===== src/rtl/tau_pkg.sv =====
// Shared definitions for the tau processor front end.
package tau_pkg;

    localparam int unsigned WORD_SIZE = 16;

    typedef enum logic [1:0] {
        IDLE  = 2'd0,
        ISSUE = 2'd1,
        WAIT  = 2'd2,
        HOLD  = 2'd3
    } fetch_state_t;

endpackage


===== src/rtl/instruction_fetch_unit_if.sv =====
// Fetch-stage bus: program RAM read port, instruction handshake and jump redirect.
interface instruction_fetch_unit_if
    import tau_pkg::*;
#(
    parameter int unsigned ADDRESS_WIDTH = 16,
    parameter int unsigned DATA_WIDTH    = WORD_SIZE
);
    logic [ADDRESS_WIDTH-1:0] p_ram_address;
    logic                     p_ram_read_enable;
    logic [DATA_WIDTH-1:0]    p_ram_data;
    logic [DATA_WIDTH-1:0]    instruction;
    logic [ADDRESS_WIDTH-1:0] instruction_address;
    logic                     instruction_valid;
    logic                     instruction_ready;
    logic                     jump_valid;
    logic [ADDRESS_WIDTH-1:0] jump_address;

    modport master (
        output p_ram_address, p_ram_read_enable,
        output instruction, instruction_address, instruction_valid,
        input  p_ram_data, instruction_ready, jump_valid, jump_address
    );

    modport slave (
        input  p_ram_address, p_ram_read_enable,
        input  instruction, instruction_address, instruction_valid,
        output p_ram_data, instruction_ready, jump_valid, jump_address
    );
endinterface


===== src/rtl/fetch_pc.sv =====
// Program counter: async reset to RESET_VECTOR, load (priority) or wrap-around increment.
module fetch_pc #(
    parameter int unsigned ADDRESS_WIDTH = 16,
    parameter logic [ADDRESS_WIDTH-1:0] RESET_VECTOR = '0
) (
    input  logic                     clock,
    input  logic                     reset,
    input  logic                     load_i,
    input  logic                     increment_i,
    input  logic [ADDRESS_WIDTH-1:0] load_value_i,
    output logic [ADDRESS_WIDTH-1:0] pc_o
);
    localparam logic [ADDRESS_WIDTH-1:0] PC_STEP = ADDRESS_WIDTH'(1);

    logic [ADDRESS_WIDTH-1:0] pc_q, pc_d;

    always_comb begin
        pc_d = pc_q;
        if (load_i) begin
            pc_d = load_value_i;
        end else if (increment_i) begin
            pc_d = pc_q + PC_STEP;
        end
    end

    always_ff @(posedge clock or posedge reset) begin
        if (reset) begin
            pc_q <= RESET_VECTOR;
        end else begin
            pc_q <= pc_d;
        end
    end

    assign pc_o = pc_q;
endmodule


===== src/rtl/instruction_fetch_unit.sv =====
// Fetch stage: issues one-cycle-latency program RAM reads at the PC and holds the word
// behind a valid/ready handshake; a jump redirects the PC and discards any pending word.
module instruction_fetch_unit
    import tau_pkg::*;
#(
    parameter int unsigned ADDRESS_WIDTH = 16,
    parameter int unsigned DATA_WIDTH    = WORD_SIZE,
    parameter logic [ADDRESS_WIDTH-1:0] RESET_VECTOR = '0
) (
    input  logic                     clock,
    input  logic                     reset,
    input  logic                     enable,
    output logic [ADDRESS_WIDTH-1:0] program_counter,
    instruction_fetch_unit_if.master fetch_bus
);
    fetch_state_t             state_q, state_d;
    logic [DATA_WIDTH-1:0]    instr_q, instr_d;
    logic [ADDRESS_WIDTH-1:0] iaddr_q, iaddr_d;
    logic                     pc_load;
    logic                     pc_increment;
    logic                     read_enable;

    fetch_pc #(
        .ADDRESS_WIDTH(ADDRESS_WIDTH),
        .RESET_VECTOR (RESET_VECTOR)
    ) u_fetch_pc (
        .clock       (clock),
        .reset       (reset),
        .load_i      (pc_load),
        .increment_i (pc_increment),
        .load_value_i(fetch_bus.jump_address),
        .pc_o        (program_counter)
    );

    always_comb begin
        state_d      = state_q;
        instr_d      = instr_q;
        iaddr_d      = iaddr_q;
        pc_load      = 1'b0;
        pc_increment = 1'b0;
        read_enable  = 1'b0;

        unique case (state_q)
            IDLE: begin
                if (enable) state_d = ISSUE;
            end
            ISSUE: begin
                read_enable = enable;
                state_d     = enable ? WAIT : IDLE;
            end
            WAIT: begin
                instr_d      = fetch_bus.p_ram_data;
                iaddr_d      = program_counter;
                pc_increment = 1'b1;
                state_d      = HOLD;
            end
            HOLD: begin
                // Prefetch on the handshake cycle keeps a 2-cycle cadence; a jump suppresses it.
                if (fetch_bus.instruction_ready) begin
                    read_enable = enable & ~fetch_bus.jump_valid;
                    state_d     = enable ? WAIT : IDLE;
                end
            end
            default: state_d = IDLE;
        endcase

        // Jump overrides everything: the in-flight read is never latched.
        if (fetch_bus.jump_valid) begin
            instr_d      = instr_q;
            iaddr_d      = iaddr_q;
            pc_increment = 1'b0;
            pc_load      = 1'b1;
            state_d      = enable ? ISSUE : IDLE;
        end
    end

    always_ff @(posedge clock or posedge reset) begin
        if (reset) begin
            state_q <= IDLE;
            instr_q <= '0;
            iaddr_q <= '0;
        end else begin
            state_q <= state_d;
            instr_q <= instr_d;
            iaddr_q <= iaddr_d;
        end
    end

    assign fetch_bus.p_ram_address       = program_counter;
    assign fetch_bus.p_ram_read_enable   = read_enable;
    assign fetch_bus.instruction         = instr_q;
    assign fetch_bus.instruction_address = iaddr_q;
    assign fetch_bus.instruction_valid   = (state_q == HOLD);
endmodule


===== src/flat_wrapper.sv =====
// flat-port wrapper written by rule: the top's interface ports become plain ports
module instruction_fetch_unit_flat import tau_pkg::*;
#(
    parameter int unsigned ADDRESS_WIDTH = 16,
    parameter int unsigned DATA_WIDTH    = WORD_SIZE,
    parameter logic [ADDRESS_WIDTH-1:0] RESET_VECTOR = '0
)
  (clock, reset, enable, program_counter, fetch_bus_p_ram_address, fetch_bus_p_ram_read_enable, fetch_bus_instruction, fetch_bus_instruction_address, fetch_bus_instruction_valid, fetch_bus_p_ram_data, fetch_bus_instruction_ready, fetch_bus_jump_valid, fetch_bus_jump_address);
  instruction_fetch_unit_if #(.ADDRESS_WIDTH(ADDRESS_WIDTH), .DATA_WIDTH(DATA_WIDTH)) fetch_bus_i ();
  input  logic clock;
  input  logic reset;
  input  logic enable;
  output logic [ADDRESS_WIDTH-1:0] program_counter;
  output wire logic [$bits(fetch_bus_i.p_ram_address)-1:0] fetch_bus_p_ram_address;
  output wire logic [$bits(fetch_bus_i.p_ram_read_enable)-1:0] fetch_bus_p_ram_read_enable;
  output wire logic [$bits(fetch_bus_i.instruction)-1:0] fetch_bus_instruction;
  output wire logic [$bits(fetch_bus_i.instruction_address)-1:0] fetch_bus_instruction_address;
  output wire logic [$bits(fetch_bus_i.instruction_valid)-1:0] fetch_bus_instruction_valid;
  input wire logic [$bits(fetch_bus_i.p_ram_data)-1:0] fetch_bus_p_ram_data;
  input wire logic [$bits(fetch_bus_i.instruction_ready)-1:0] fetch_bus_instruction_ready;
  input wire logic [$bits(fetch_bus_i.jump_valid)-1:0] fetch_bus_jump_valid;
  input wire logic [$bits(fetch_bus_i.jump_address)-1:0] fetch_bus_jump_address;
  assign fetch_bus_p_ram_address = fetch_bus_i.p_ram_address;
  assign fetch_bus_p_ram_read_enable = fetch_bus_i.p_ram_read_enable;
  assign fetch_bus_instruction = fetch_bus_i.instruction;
  assign fetch_bus_instruction_address = fetch_bus_i.instruction_address;
  assign fetch_bus_instruction_valid = fetch_bus_i.instruction_valid;
  assign fetch_bus_i.p_ram_data = fetch_bus_p_ram_data;
  assign fetch_bus_i.instruction_ready = fetch_bus_instruction_ready;
  assign fetch_bus_i.jump_valid = fetch_bus_jump_valid;
  assign fetch_bus_i.jump_address = fetch_bus_jump_address;
  instruction_fetch_unit #(.ADDRESS_WIDTH(ADDRESS_WIDTH), .DATA_WIDTH(DATA_WIDTH), .RESET_VECTOR(RESET_VECTOR)) u_core (.clock(clock), .reset(reset), .enable(enable), .program_counter(program_counter), .fetch_bus(fetch_bus_i));
endmodule

===== config.mk =====
export PLATFORM = sky130hd
export DESIGN_NAME = instruction_fetch_unit_flat
export DESIGN_NICKNAME = d
export VERILOG_FILES = /design/src/rtl/tau_pkg.sv /design/src/rtl/instruction_fetch_unit_if.sv /design/src/rtl/fetch_pc.sv /design/src/rtl/instruction_fetch_unit.sv /design/src/flat_wrapper.sv
export SDC_FILE = /design/constraint.sdc
export NUM_CORES = 1
export LEC_CHECK = 0
export ABC_AREA = 1
export ABC_CLOCK_PERIOD_IN_PS = 2100
export CORE_ASPECT_RATIO = 1.2
export CORE_MARGIN = 5
export CORE_UTILIZATION = 46
export CTS_CLUSTER_DIAMETER = 80
export DETAILED_ROUTE_END_ITERATION = 10
export HOLD_SLACK_MARGIN = 0.08
export PLACE_DENSITY = 0.95
export SYNTH_ARGS = -nofsm -noshare
export SYNTH_HDL_FRONTEND = slang
export SYNTH_SLANG_ARGS = --single-unit

===== constraint.sdc =====
create_clock -name clock -period 2.1 [get_ports clock]
set_input_delay 0.21 -clock clock [delete_from_list [all_inputs] [get_ports clock]]
set_output_delay 0.21 -clock clock [all_outputs]
set_load 0.01 [all_outputs]

Word level (Yosys, flattened, before mapping). Index checks and enable logic that the tools add are counted.

Register bits after elaboration: 50. Output and inout bits: 66.

$add $sub $neg: 1. Equal/unequal tests: 5. Mux-type cells: 13. Reduce and logical (&&, ||, !) cells: 4. Bitwise operators: 2.

Operator list (count): $mux 16 (2); $add 16x1->16 const B (1); $mux 2 (4); $pmux 2 s4 (1); $mux 1 (5); $eq 2x2->1 const B (2); $reduce_and 2->1 (2); $ne 3x1->1 const B (1); $ne 3x3->1 const B (1); $eq 2x1->1 const B (1); $logic_not 2->1 (1); $pmux 1 s2 (1); $reduce_bool 2->1 (1); $and 1x1->1 (1); $not 1->1 (1).

Longest topological paths before layout.
Depth in word-level cells: 5. Mapped depth: 8. Mapped depth without buffers: 8.

By module. Synthesis repeated with hierarchy kept, for this count alone.

Cells, all modules: 310. Area total of the unflattened synthesis: 2593.7 um^2.

Modules (own cells, without submodules): instruction_fetch_unit (cells each 175, area each 1541.5 um^2, seq. area each 850.8 um^2, times used 1); fetch_pc (cells each 135, area each 1052.3 um^2, seq. area each 400.4 um^2, times used 1).

Least setup slack after synthesis. OpenSTA, ideal clock, no wires.

Path kind: reg-to-reg. From: reg u_core.u_fetch_pc.pc_q[1] (netlist: u_core.u_fetch_pc.pc_o[1]). To: reg u_core.u_fetch_pc.pc_q[10] (netlist: u_core.u_fetch_pc.pc_o[10]). Required time: 1.974 ns. Library setup time: 0.126 ns. Path buffers: 0. Arrival time: 1.216 ns. Cell stages (with the launch flop): 7. Slack: 0.757 ns. Path through: dfrtp_1 ha_1 nand3_1 nor2_4 nand2_2 o21ai_1 nand3_1.

Word-level cells in the longest chain between the ends: 3.

RTL lines: start, declared (line fetch_pc.sv:15) `logic [ADDRESS_WIDTH-1:0] pc_q, pc_d;`; start signal, assigned (line fetch_pc.sv:30) `pc_q <= pc_d;`; $add 16x1->16 (line fetch_pc.sv:22) `pc_d = pc_q + PC_STEP;`; $mux 16 (line fetch_pc.sv:21) `end else if (increment_i) begin`; $mux 16 (line fetch_pc.sv:19) `if (load_i) begin`.

No other way between the ends. The select of a mux whose other input is x is not followed. A chain may end at the register's enable or synchronous reset.

Final worst setup path.
From: reg u_core.state_q[1]. To: out fetch_bus_p_ram_read_enable.

Word-level cells in the longest chain between the ends: 2. Elaborated cells between the ends (all ways): 3. Classes of those cells: eq/ne: 2; mux: 1.

RTL lines: start, declared (line instruction_fetch_unit.sv:16) `fetch_state_t state_q, state_d;`; start signal, assigned (line instruction_fetch_unit.sv:83) `state_q <= state_d;`; $eq 2x2->1 or $eq 2x1->1 (tied branches) (line instruction_fetch_unit.sv:43) `unique case (state_q)`; $pmux 1 s2 (*) (line instruction_fetch_unit.sv:43); end, declared (line flat_wrapper.sv:15) `output wire logic [$bits(fetch_bus_i.p_ram_read_enable)-1:0] fetch_bus_p_ram_read_enable;`.

Every way passes the cells marked *; elsewhere a longest branch is shown, timed or not.

==> flow_metrics.py <==
metrics = {
    "worst_setup_path": {
        "crit_type": "reg2out",
        "start_kind": "register",
        "crit_required_ns": 1.89,
        "end_kind": "output port",
        "r2r_end": "u_core.u_fetch_pc.pc_o[14]",
        "crit_slowest_cell": "clkdlybuf4s50_1",
        "worst-r2r-cell-count": 8,
        "critPathArrivalTime_ns": 1.68,
        "r2r-start": "u_core.u_fetch_pc.pc_o[0]",
        "cp_cell_sequence": "a21boi_0, a211oi_1, clkdlybuf4s50_1",
        "slowest_delay_ns": 0.58,
        "path_max_fanout": 5,
        "startpoint": "u_core.state_q[1]",
        "ff2ff_setup_slack_ns": 0.60,
        "worstSetupEndpoint": "fetch_bus_p_ram_read_enable",
    },
    "synthesis": {
        "ys_types": 30,
        "synth-seq-area-share_pct": 49.88,
        "syn_avg_cell_area_um2": 7.864,
        "syn_nets": 357,
        "synth_cells": 319,
        "synth-warning-count": 0,
        "synthesis.area_um2": 2509,
        "synth_seq_cells": 50,
    },
    "power": {
        "vdd_drop_max_uv": 511.1,
        "power.leakage_nw": 1.662,
        "p_per_area_nw_per_um2": 879.4,
    },
    "clocking": {
        "clockBufferDepth": 2,
        "cts_resized": 0,
        "cts_inserted_buffers": 5,
        "cts.clk_slew.worst_paths_ns": 0.10,
        "clockRootBuffer": "clkbuf_8",
        "cts_tree": "yes",
        "clock-sinks": 50,
        "cts.htree.levels": 2,
        "hold_buffers": 0,
        "post_cts_buffers": 0,
        "clkLatencyLatePin_ns": 0.31,
    },
    "route": {
        "drc": 0,
        "drtPass1Iterations": 4,
        "wire_per_inst_um": 14.89,
        "ant_nets": 0,
        "totalWireLength_mm": 6.984,
        "avgViaCountPerCell": 5.192,
        "vias": 2435,
        "drt_iter0_markers": 184,
    },
    "sta": {
        "period_share_pct": 89.88,
        "slew_violations": 0,
        "tns_ns": 0,
        "slew_headroom_pct": 64.17,
        "worst_pin_slew_ns": 0.5366,
        "finalHoldViolations": 0,
        "setup_viol": 0,
        "skew_ns": 0.009971,
        "rsz0062_at_grt": "false",
        "max_freq_ghz": 0.5298,
        "post-route-min-period_ns": 1.887,
    },
    "floorplanning": {
        "dieWidth_um": 77.42,
        "die_area_um2": 7037,
        "die_y_um": 90.90,
        "io_pins": 103,
        "rows": 29,
        "fp.coreArea_um2": 5298,
        "start_util_pct": 47.35,
    },
    "placed_design": {
        "gp_congestion": 0.8790,
        "dp_hpwl_mm": 5.241,
        "io_buffers": 102,
        "dpl_cell_area_um2": 3468,
    },
    "final_layout": {
        "nets": 444,
        "antenna_cells": 0,
        "area_growth_pct": 41.95,
        "drive_above_1_share_pct": 6.388,
        "final_area_um2": 3561,
    },
    "global_routing": {
        "antenna_found_initial": 0,
        "grtUsageTotal_pct": 20.08,
        "grt_pass1_vias": 2552,
        "grt_pass1_wl_mm": 11.71,
        "grt_overflow_total": 0,
        "grt_max_degree": 32,
    },
    "job": {
        "drv_cap": 0,
    },
    "min_path": {
        "hp-class": "in2async",
    },
    "status": {
        "outcome": "completed",
    },
}
-- kinds of logic (layout without fill, tap and decap cells) --
group                    count (synthesis)  in the layout  synth area share (%)
XOR/XNOR                                 2              2                0.6984
buffers and inverters                   57            145                 11.52
adder cells (fa/ha/maj)                  1              1                0.4987
AO/OA/AOI/OAI                           34             34                 7.581
AND/OR/NAND/NOR                        175            175                 29.83
flip-flops                              50             50                 49.88
-- cells in the final DEF, fill, tap and decap left out, types with 2 or more instances in the layout --
master	netlist	final
buf_4	17	5
clkbuf_8	0	5
o21bai_1	2	2
clkinvlp_4	0	2
clkdlybuf4s50_1	0	102
nor2_1	24	24
nand2_1	115	115
inv_1	28	27
nor2_2	4	4
nand4_1	8	8
o21ai_0	24	24
nand3_1	16	16
dfrtp_1	50	50
nand3_2	2	2
inv_2	2	3
o211ai_1	2	2
-- synth_stat cells --
cell type,number,area share [%]
a211oi_1,1,0.30
a21boi_0,1,0.30
a21oi_1,1,0.20
a31oi_1,1,0.25
buf_2,9,1.8
buf_4,17,5.1
clkbuf_1,1,0.15
dfrtp_1,50,50
ha_1,1,0.50
inv_1,28,4.2
inv_2,2,0.30
nand2_1,115,17
nand2_2,1,0.25
nand2_4,1,0.45
nand3_1,16,3.2
nand3_2,2,0.80
nand3b_1,1,0.30
nand4_1,8,2.0
nor2_1,24,3.6
nor2_2,4,1.0
nor2_4,1,0.45
nor3_1,1,0.20
nor3_2,1,0.40
o211ai_1,2,0.60
o21ai_0,24,4.8
o21ai_1,1,0.20
o21bai_1,2,0.60
o221ai_1,1,0.35
xnor2_1,1,0.35
xor2_1,1,0.35
-- layer usage --
metal	vias to the layer above	wire length [um]	GRT usage, %
met2	109	3583	34.48
li1	1161	-	-
met1	1146	2675	23.51
met5	-	0	0
met4	0	222	8.739
met3	19	503	4.790
-- how the worst min path moves through the flow --
stage / from / end / slack [ns] / cells after the start
finish: reset / u_core.fetch_bus.instruction[6] / 0.20 / 2
global route: reset / u_core.u_fetch_pc.pc_o[2] / 0.25 / 2
CTS: reset / u_core.fetch_bus.instruction_address[2] / 0.22 / 2
detailed placement: u_core.fetch_bus.instruction[0] / u_core.fetch_bus.instruction[0] / 0.46 / 2
global placement: u_core.fetch_bus.instruction[2] / u_core.fetch_bus.instruction[2] / 0.46 / 2
floorplan: fetch_bus_p_ram_data[0] / u_core.fetch_bus.instruction[0] / 0.32 / 2
-- cell type report --
| type | instances | area, um2 |
|---|---|---|
| clock buffer | 5 | 68.82 |
| clock inverter | 3 | 23.77 |
| fill | 437 | 1737 |
| inverter | 30 | 112.6 |
| multi-input combinational | 212 | 968.4 |
| sequential | 50 | 1251 |
| tap | 62 | 77.57 |
| timing repair buffer | 107 | 1059 |
-- sequential cells by signal, summed over array words and instances, names as in the netlist --
name,count
u_core.fetch_bus.instruction,16
u_core.fetch_bus.instruction_address,16
u_core.u_fetch_pc.pc_o,16
u_core.state_q,2
-- worst max-delay path: cells and delay by family, from the launching register on --
kind,cells,cell delay [ns]
DFF,1,0.44
buffers and inverters,1,0.58
AOI/OAI and AO/OA,2,0.35
-- metrics by stage --
stage / utilization, % / hold slack, ns / setup slack (ns) / std cells / total power [mW]
after floorplan: - / 0.3196 / 0.6888 / 319 / 1.878
after global placement: 65.47 / 0.4635 / 0.3858 / 461 / 2.539
after detailed placement: 65.47 / 0.4642 / 0.3325 / 461 / 2.577
after CTS: 67.22 / 0.2180 / 0.2135 / 469 / 3.150
after global routing: 67.22 / 0.2475 / 0.1594 / 469 / 3.317
final: 67.22 / 0.1957 / 0.2126 / 469 / 3.131
-- report_power, final --
group,switching [mW],internal (mW),leakage [nW]
Combinational,0.507,0.662,1.00
Sequential,0.180,1.20,0.621
Clock,0.341,0.239,0.0408
Power figures use the tool's default switching activity.
